$ cat src/rtl/control_pkg.sv
// Shared encodings for the instruction sequencer: state codes, instruction
// classes, and the per-class decode helpers used by the sequencer FSM.
package control_pkg;

    typedef enum logic [3:0] {
        ST_IDLE      = 4'd0,
        ST_FETCH     = 4'd1,
        ST_DECODE    = 4'd2,
        ST_EXECUTE   = 4'd3,
        ST_MEM       = 4'd4,
        ST_LATCH     = 4'd5,
        ST_WRITEBACK = 4'd6,
        ST_HALT      = 4'd7,
        ST_FAULT     = 4'd8
    } state_e;

    // Instruction classes as produced by the decoder; anything above IT_UPC is illegal.
    localparam logic [31:0] IT_R   = 32'd0;
    localparam logic [31:0] IT_I   = 32'd1;
    localparam logic [31:0] IT_S   = 32'd2;
    localparam logic [31:0] IT_B   = 32'd3;
    localparam logic [31:0] IT_U   = 32'd4;
    localparam logic [31:0] IT_L   = 32'd5;
    localparam logic [31:0] IT_J   = 32'd6;
    localparam logic [31:0] IT_JR  = 32'd7;
    localparam logic [31:0] IT_UPC = 32'd8;

    function automatic logic is_legal(input logic [31:0] it);
        return it <= IT_UPC;
    endfunction

    function automatic logic is_mem(input logic [31:0] it);
        return (it == IT_S) || (it == IT_L);
    endfunction

    function automatic logic is_writer(input logic [31:0] it);
        return is_legal(it) && (it != IT_S) && (it != IT_B);
    endfunction

    // Operand latch strobes as {a, b, pass}.
    function automatic logic [2:0] operand_mask(input logic [31:0] it);
        logic [2:0] m;
        m = 3'b000;
        case (it)
            IT_R, IT_I, IT_L: m = 3'b110;
            IT_S, IT_B:       m = 3'b111;
            IT_U, IT_JR:      m = 3'b100;
            default:          m = 3'b000;
        endcase
        return m;
    endfunction

endpackage

$ cat src/rtl/seq_control_wait_timer.sv
// Memory wait-state watchdog: down-counter loaded while idle, counting cycles
// without ack during a request. MAX_WAIT of 0 never expires.
module wait_timer #(
    parameter int unsigned MAX_WAIT = 15
) (
    input  logic clk,
    input  logic reset,
    input  logic clear_i,
    input  logic ack_i,
    output logic expired_o
);
    localparam int unsigned W = (MAX_WAIT < 2) ? 1 : $clog2(MAX_WAIT + 1);

    logic [W-1:0] cnt_q, cnt_d;

    always_comb begin
        cnt_d = cnt_q;
        if (clear_i) begin
            cnt_d = W'(MAX_WAIT);
        end else if (!ack_i && (cnt_q != '0)) begin
            cnt_d = cnt_q - W'(1);
        end
    end

    always_ff @(posedge clk) begin
        if (reset) begin
            cnt_q <= W'(MAX_WAIT);
        end else begin
            cnt_q <= cnt_d;
        end
    end

    // Terminal count is 1: this cycle would be the MAX_WAIT-th without ack.
    assign expired_o = (MAX_WAIT != 0) && !clear_i && !ack_i && (cnt_q == W'(1));

endmodule

$ cat src/rtl/seq_control.sv
// Multi-cycle instruction sequencer: fetch over req/ack, decode, execute,
// optional memory stage, operand latch and write-back, with halt and fault.
//
// state     | meaning
// IDLE      | after reset, waiting to start
// FETCH     | instruction read request, IR captured on ack
// DECODE    | itype legality check
// EXECUTE   | ALU operand latch strobes
// MEM       | load/store data access
// LATCH     | write-back data capture
// WRITEBACK | register write, PC advance, retire
// HALT      | stopped at instruction boundary
// FAULT     | bus timeout or illegal itype, sticky until reset
module seq_control
    import control_pkg::*;
#(
    parameter int unsigned XLEN     = 32,
    parameter int unsigned ITYPE_W  = 5,
    parameter int unsigned MAX_WAIT = 15,
    parameter int unsigned CNT_W    = 32
) (
    input  logic               clk,
    input  logic               reset,
    input  logic               halt_i,
    output logic [3:0]         stage_o,
    output logic               mem_req_o,
    output logic               mem_we_o,
    output logic [XLEN-1:0]    mem_addr_o,
    output logic [XLEN-1:0]    mem_wdata_o,
    input  logic [XLEN-1:0]    mem_rdata_i,
    input  logic               mem_ack_i,
    input  logic [XLEN-1:0]    pc_i,
    input  logic [XLEN-1:0]    alu_res_i,
    input  logic [XLEN-1:0]    store_data_i,
    output logic [XLEN-1:0]    ir_o,
    input  logic [ITYPE_W-1:0] itype_i,
    output logic               readin_a_o,
    output logic               readin_b_o,
    output logic               readin_pass_o,
    output logic [XLEN-1:0]    load_data_o,
    output logic               wd_q_readin_o,
    output logic               wd_q_o,
    output logic               pc_readin_o,
    output logic               fault_o,
    output logic [CNT_W-1:0]   retired_o
);
    state_e            state_q, state_d;
    logic [XLEN-1:0]   ir_q, ir_d;
    logic [XLEN-1:0]   load_data_q, load_data_d;
    logic [CNT_W-1:0]  retired_q, retired_d;
    logic [31:0]       it;
    logic              timer_clear;
    logic              timer_expired;

    assign it          = 32'(itype_i);
    assign timer_clear = (state_q != ST_FETCH) && (state_q != ST_MEM);

    wait_timer #(.MAX_WAIT(MAX_WAIT)) u_wait_timer (
        .clk       (clk),
        .reset     (reset),
        .clear_i   (timer_clear),
        .ack_i     (mem_ack_i),
        .expired_o (timer_expired)
    );

    always_comb begin
        state_d       = state_q;
        ir_d          = ir_q;
        load_data_d   = load_data_q;
        retired_d     = retired_q;
        mem_req_o     = 1'b0;
        mem_we_o      = 1'b0;
        mem_addr_o    = '0;
        mem_wdata_o   = '0;
        readin_a_o    = 1'b0;
        readin_b_o    = 1'b0;
        readin_pass_o = 1'b0;
        wd_q_readin_o = 1'b0;
        wd_q_o        = 1'b0;
        pc_readin_o   = 1'b0;
        fault_o       = 1'b0;
        case (state_q)
            ST_IDLE: state_d = halt_i ? ST_HALT : ST_FETCH;
            ST_FETCH: begin
                mem_req_o  = 1'b1;
                mem_addr_o = pc_i;
                if (mem_ack_i) begin
                    ir_d    = mem_rdata_i;
                    state_d = ST_DECODE;
                end else if (timer_expired) begin
                    state_d = ST_FAULT;
                end
            end
            ST_DECODE: state_d = is_legal(it) ? ST_EXECUTE : ST_FAULT;
            ST_EXECUTE: begin
                {readin_a_o, readin_b_o, readin_pass_o} = operand_mask(it);
                state_d = is_mem(it) ? ST_MEM : ST_LATCH;
            end
            ST_MEM: begin
                mem_req_o   = 1'b1;
                mem_we_o    = (it == IT_S);
                mem_addr_o  = alu_res_i;
                mem_wdata_o = store_data_i;
                if (mem_ack_i) begin
                    if (it == IT_L) begin
                        load_data_d = mem_rdata_i;
                    end
                    state_d = ST_LATCH;
                end else if (timer_expired) begin
                    state_d = ST_FAULT;
                end
            end
            ST_LATCH: begin
                wd_q_readin_o = is_writer(it);
                state_d       = ST_WRITEBACK;
            end
            ST_WRITEBACK: begin
                wd_q_o      = is_writer(it);
                pc_readin_o = 1'b1;
                retired_d   = retired_q + CNT_W'(1);
                state_d     = halt_i ? ST_HALT : ST_FETCH;
            end
            ST_HALT:  state_d = halt_i ? ST_HALT : ST_FETCH;
            ST_FAULT: fault_o = 1'b1;
            default:  state_d = ST_FAULT;
        endcase
    end

    always_ff @(posedge clk) begin
        if (reset) begin
            state_q     <= ST_IDLE;
            ir_q        <= '0;
            load_data_q <= '0;
            retired_q   <= '0;
        end else begin
            state_q     <= state_d;
            ir_q        <= ir_d;
            load_data_q <= load_data_d;
            retired_q   <= retired_d;
        end
    end

    assign stage_o     = state_q;
    assign ir_o        = ir_q;
    assign load_data_o = load_data_q;
    assign retired_o   = retired_q;

endmodule

$ cat config.mk
export PLATFORM = sky130hd
export DESIGN_NAME = seq_control
export DESIGN_NICKNAME = d
export VERILOG_FILES = /design/src/rtl/control_pkg.sv /design/src/rtl/seq_control_wait_timer.sv /design/src/rtl/seq_control.sv
export SDC_FILE = /design/constraint.sdc
export NUM_CORES = 1
export LEC_CHECK = 0
export CAP_MARGIN = 25
export CORE_AREA = 2 2 121 123
export DETAILED_ROUTE_END_ITERATION = 8
export DIE_AREA = 0 0 123 125
export PLACE_DENSITY = 0.77
export SYNTH_ARGS = -nofsm -noshare
export SYNTH_HDL_FRONTEND = slang
export SYNTH_HIERARCHICAL = 1
export SYNTH_SLANG_ARGS = --single-unit
$ cat constraint.sdc
create_clock -name clk -period 3.4 [get_ports clk]
set_clock_uncertainty 0.1 [all_clocks]
set_input_delay 0.68 -clock clk [delete_from_list [all_inputs] [get_ports clk]]
set_output_delay 0.68 -clock clk [all_outputs]
set_load 0.02 [all_outputs]
; Word-level counts from Yosys, hierarchy flattened
; Index checks and enable logic that the tools add are counted.
; W data, S select, Z words.
[totals]
elab_cells = 66
out_inout_bits = 173
inputBits = 137
ff_bits = 104
[classes]
addsub = 2
n_reduce_logical = 20
eq_ne = 19
mux = 19
n_lt_le_gt_ge = 1
[op_table]
columns = cell, n
row1 = $pmux W32 S2, 1
row2 = $add A32 B1 Y32 const B, 1
row3 = $logic_not A32 Y1, 1
row4 = $mux W32, 1
row5 = $pmux W4 S7, 1
row6 = $eq A4 B3 Y1 const B, 4
row7 = $mux W4, 4
row8 = $eq A5 B3 Y1 const B, 3
row9 = $eq A5 B2 Y1 const B, 2
row10 = $mux W1, 10
row11 = $ne A5 B2 Y1 const B, 2
row12 = $pmux W3 S3, 1
row13 = $eq A4 B1 Y1 const B, 2
row14 = $eq A4 B2 Y1 const B, 2
row15 = $reduce_or A2 Y1, 4
row16 = $logic_and A1 B1 Y1, 6
row17 = $reduce_or A3 Y1, 2
row18 = $eq A5 B1 Y1 const B, 1
row19 = $le A5 B4 Y1 const B, 1
row20 = $eq A4 B4 Y1 const B, 1
row21 = $logic_not A4 Y1, 1
row22 = $ne A4 B1 Y1 const B, 1
row23 = $ne A4 B3 Y1 const B, 1
row24 = $reduce_bool A4 Y1, 1
row25 = 6 further kinds, 7

; Depth between registers and ports, before layout
[logic_depth]
word_depth = 8
mapped_depth = 12
mapped_depth_nobuf = 11

; Hierarchy
; Netlist, hierarchy kept.
[modules_own_cells]
columns = mod, seq_area_each_um2, area_each_um2, cells_per_inst, instances
row1 = seq_control, 2001.9, 4588.2, 595, 1
row2 = wait_timer, 80.1, 229.0, 26, 1

; Worst setup path before layout
; No wires, ideal clock.
[synth_path]
path_kind = register to output
startpoint = reg state_q[0] (netlist: stage_o[0])
endpoint = out mem_addr_o[0]
arrival_time_ns = 1.899
t_required_ns = 2.620
setup_slack_ns = 0.721
path_stages_with_launch = 6
cell_sequence = dfxtp_1 > clkbuf_1 > nand2b_1 > nor3_1 > clkbuf_1 > a22o_1
[synth_via]
elab_chain_cells = 2
word_cells_on_any_way = 3
cone_classes = eq/ne: 2 / mux: 1
[synth_lines]
columns = item, line_no
row1 = from (decl), seq_control.sv:47  ; state_e state_q, state_d;
row2 = from (signal assigned), seq_control.sv:136  ; state_q <= state_d;
row3 = $eq A4 B3 Y1 or $eq A4 B1 Y1 (tied branches), seq_control.sv:82  ; case (state_q)
row4 = $pmux W32 S2 *, seq_control.sv:82
row5 = to (decl), seq_control.sv:28  ; output logic [XLEN-1:0] mem_addr_o,
; Mark *: on every way between the ends. The rest lies on a longest branch, timed or not.

; Worst setup path in the final report
[layout_path]
startpoint = in itype_i[4]
endpoint = out readin_a_o
[layout_via]
elab_chain_cells = 4
word_cells_on_any_way = 12
cone_classes = eq/ne: 6 / mux: 2 / reduce/logical: 4
[layout_lines]
columns = item, line_no
row1 = from (decl), seq_control.sv:36  ; input logic [ITYPE_W-1:0] itype_i,
row2 = $logic_not A32 Y1 (tied with other cells), control_pkg.sv:44  ; case (it)
row3 = $reduce_or A3 Y1 or $reduce_or A2 Y1 (tied branches), control_pkg.sv:44
row4 = $pmux W3 S3 *, control_pkg.sv:44
row5 = $mux W1 *, seq_control.sv:82
row6 = to (decl), seq_control.sv:37  ; output logic readin_a_o,
; Marked as above.

==> metrics.cfg <==
[worst_setup_path]
worstSetupPathType = in -> out
crit_buf_inv = 2
crit_arrival_ns = 2.38
startpoint_type = input pin
worstPathRequired_ns = 2.62
crit_path_top_delay_cell = clkdlybuf4s50_1
crit_fanout = 3
crit_chain = clkdlybuf4s50_1, nor2_1, nand4_1, a31oi_1, clkdlybuf4s50_1
path_common_cell = clkdlybuf4s50_1
cp_top_family = buffers and inverters
critical_path.endpoint_type = output port
cp_slowest_stage_delay_ns = 0.63

[layout]
instances_no_fill = 1105
antenna_cells = 0
postLayoutCoreUtil_pct = 59.6
final_nets = 1057
areaGrowthSynthToFinish_pct = 75.6
register_area_um2 = 2080
fill_cells = 1266
layout-drive-gt1-share_pct = 4.78
multiInputGateArea_um2 = 2560

[cts]
cts_tree = built
cts_buffer_depth = 2
hold_buffers = 0
path_clk_slew_ns = 0.07
h-tree-depth = 3
cts.sinks = 104
root_buffer = clkbuf_16
worstSkewPairLatency_ns = 0.34
cts_buffers = 9

[synthesis]
syn_area_um2 = 4820
synth_top_family_by_area = simple AND/OR/NAND/NOR gates
ys_async_sr_fraction_pct = 0
ys_seq_area_share_pct = 43.2
yosys-top-cells-count = 158 x nand2_1, 104 x dfxtp_1, 75 x a21oi_1
synth_top_area_share_pct = 43.2
yosysMostFrequentCell = nand2_1
synthMuxAreaShare_pct = 0.208
synthTopCellsByArea = dfxtp_1 43%, nand2_1 12%, a21oi_1 7.8%
avgSynthCellArea_um2 = 7.76
synth_top_area_cell = dfxtp_1
syn_inst = 621
syn_nets = 761
synth-simple-area-share_pct = 30.1
synth_seq_cells = 104
synth_xor_xnor_area_share_pct = 4.55
synth_compound_area_share_pct = 17.0
yosysWarnings = 6
synthAdderAreaFrac_pct = 0.779
synth_edf_count = 0
ys.flop_type = dfxtp_1
yosys.cell_types.count = 46

[route]
wire_per_inst_um = 15.6
drtPass1Iterations = 5
dr_total_vias = 5465
wl_mm = 17.2
drc = 0
drt_iter0_markers = 243
via_per_inst = 4.95
ant_nets = 0

[floorplanning]
die_h_um = 125
die-area_um2 = 15400
initial_core_util_pct = 33.9
io_pins = 310
fp.dieW_um = 123
core_area_um2 = 14200
rows = 44

[global_routing]
grt_max_degree = 67
gr-total-overflow = 0
grt_pass1_vias = 5247
grt_pass1_wl_mm = 26.7
antenna_found_initial = 0
grt_use_total_pct = 21.9

[power]
seqPwrFrac_pct = 31.2
internal-power_uw = 2850
total_power_uw = 4390
powerDensity_nw_per_um2 = 519
p_switching_uw = 1540
p_sw_share_pct = 35.1
share_comb_of_total_power_pct = 45.2
peakVddDrop_mv = 0.327
power_leakage_uw = 0.00294
clkPwrFrac_pct = 23.6

[hold_path]
hp-class = reg -> reg

[placed_design]
dp_cells = 1090
gp_congestion = 0.865
portBuffers = 309
dp_hpwl_mm = 13.0

[timing]
max_freq_mhz = 316
period_needed_ns = 3.16
finalCritPeriodShare_pct = 93.1
finalSetupViolCount = 0
worst_pin_slew_ns = 0.753
hold_viol = 0
slew_headroom_pct = 49.8
rsz0062_at_grt = no
slew_viol_final = 0

[flow_run]
maxCapViolCount = 0

[outcome]
status = complete, no violations

metrics by stage:
step	setup WS, ns	hold WS [ns]	TNS, ns	instance area (um2)
detailed placement	-0.0229	0.345	-0.0229	8170
CTS	0.223	0.355	0	8460
global placement	0.103	0.341	0	8170
floorplan	0.721	0.415	0	4820
finish	0.236	0.353	0	8460
global route	0.0896	0.372	0	8460
worst reg2reg max path, stage by stage, from the launching register on:
cell      delay, ns
dfxtp_1        0.65
nand2b_1       0.21
nor3_2         0.06
buf_12         0.18
or2_2          0.32
inv_1          0.09
nor4_1         0.05
and2_1         0.20
nor4b_1        0.29
nor2_1         0.07
o211ai_1       0.17
nand2_1        0.07
a211oi_1       0.21
path summary, 6_finish.rpt:
path	start	cells past startpoint	endpoint	slack, ns
worst max-delay path	itype_i[4]	5	readin_a_o	0.24
worst min-delay path	load_data_o[13]	2	load_data_o[13]	0.35
worst max register to register	stage_o[1]	12	stage_o[0]	0.65
worst min register to register	load_data_o[13]	2	load_data_o[13]	0.35
cell type report:
class / count / area share, %
tap: 184 / 2.72
inverter: 11 / 0.488
timing repair buffer: 326 / 38.4
multi-input combinational: 465 / 30.3
sequential: 104 / 24.6
clock inverter: 4 / 0.621
clock buffer: 11 / 2.87
cell families after synthesis:
group                    count (synthesis)
AO/OA/AOI/OAI                          131
multiplexers                             1
adder cells (fa/ha/maj)                  3
flip-flops                             104
XOR/XNOR                                25
buffers and inverters                   52
AND/OR/NAND/NOR                        305
metal layers:
layer	GRT usage, %	vias up	wire, um
met5	0	-	0
met4	9.76	0	641
met3	5.93	44	1190
met2	36.5	223	8240
met1	26.2	2492	7120
li1	-	2706	-
registers in the layout, indices dropped and copies added (netlist names):
register	flops
stage_o	4
u_wait_timer/cnt_q	4
load_data_o	32
ir_o	32
retired_o	32
cells in the final DEF (no fill, tap or decap), types with 3 or more instances in the layout:
| cell type | instances |
|---|---|
| a21oi_1 | 75 |
| a22o_1 | 32 |
| and2_1 | 33 |
| and3_1 | 3 |
| buf_12 | 3 |
| buf_4 | 14 |
| clkbuf_16 | 9 |
| clkdlybuf4s50_1 | 307 |
| dfxtp_1 | 104 |
| ha_1 | 3 |
| inv_1 | 11 |
| nand2_1 | 158 |
| nand2b_1 | 6 |
| nand3_1 | 10 |
| nand4_1 | 6 |
| nor2_1 | 41 |
| nor3_1 | 10 |
| nor4_1 | 8 |
| nor4b_1 | 4 |
| o21ai_0 | 10 |
| or3_1 | 9 |
| xnor2_1 | 16 |
| xor2_1 | 9 |
power groups by stage:
stage	logic (uW)	registers [uW]	clock network (uW)
2_1_floorplan	927	1450	0
3_3_place_gp	1990	1390	0
3_5_place_dp	2000	1400	0
4_1_cts	2000	1370	1060
5_1_grt	2110	1380	1120
6_report	1990	1370	1040
timing repair:
action                                  in CTS  in global routing
resized for setup                            1                  0
setup buffers                                0                  0
endpoints found under the setup margin       1                  0
(Power assumes the default switching activity.)
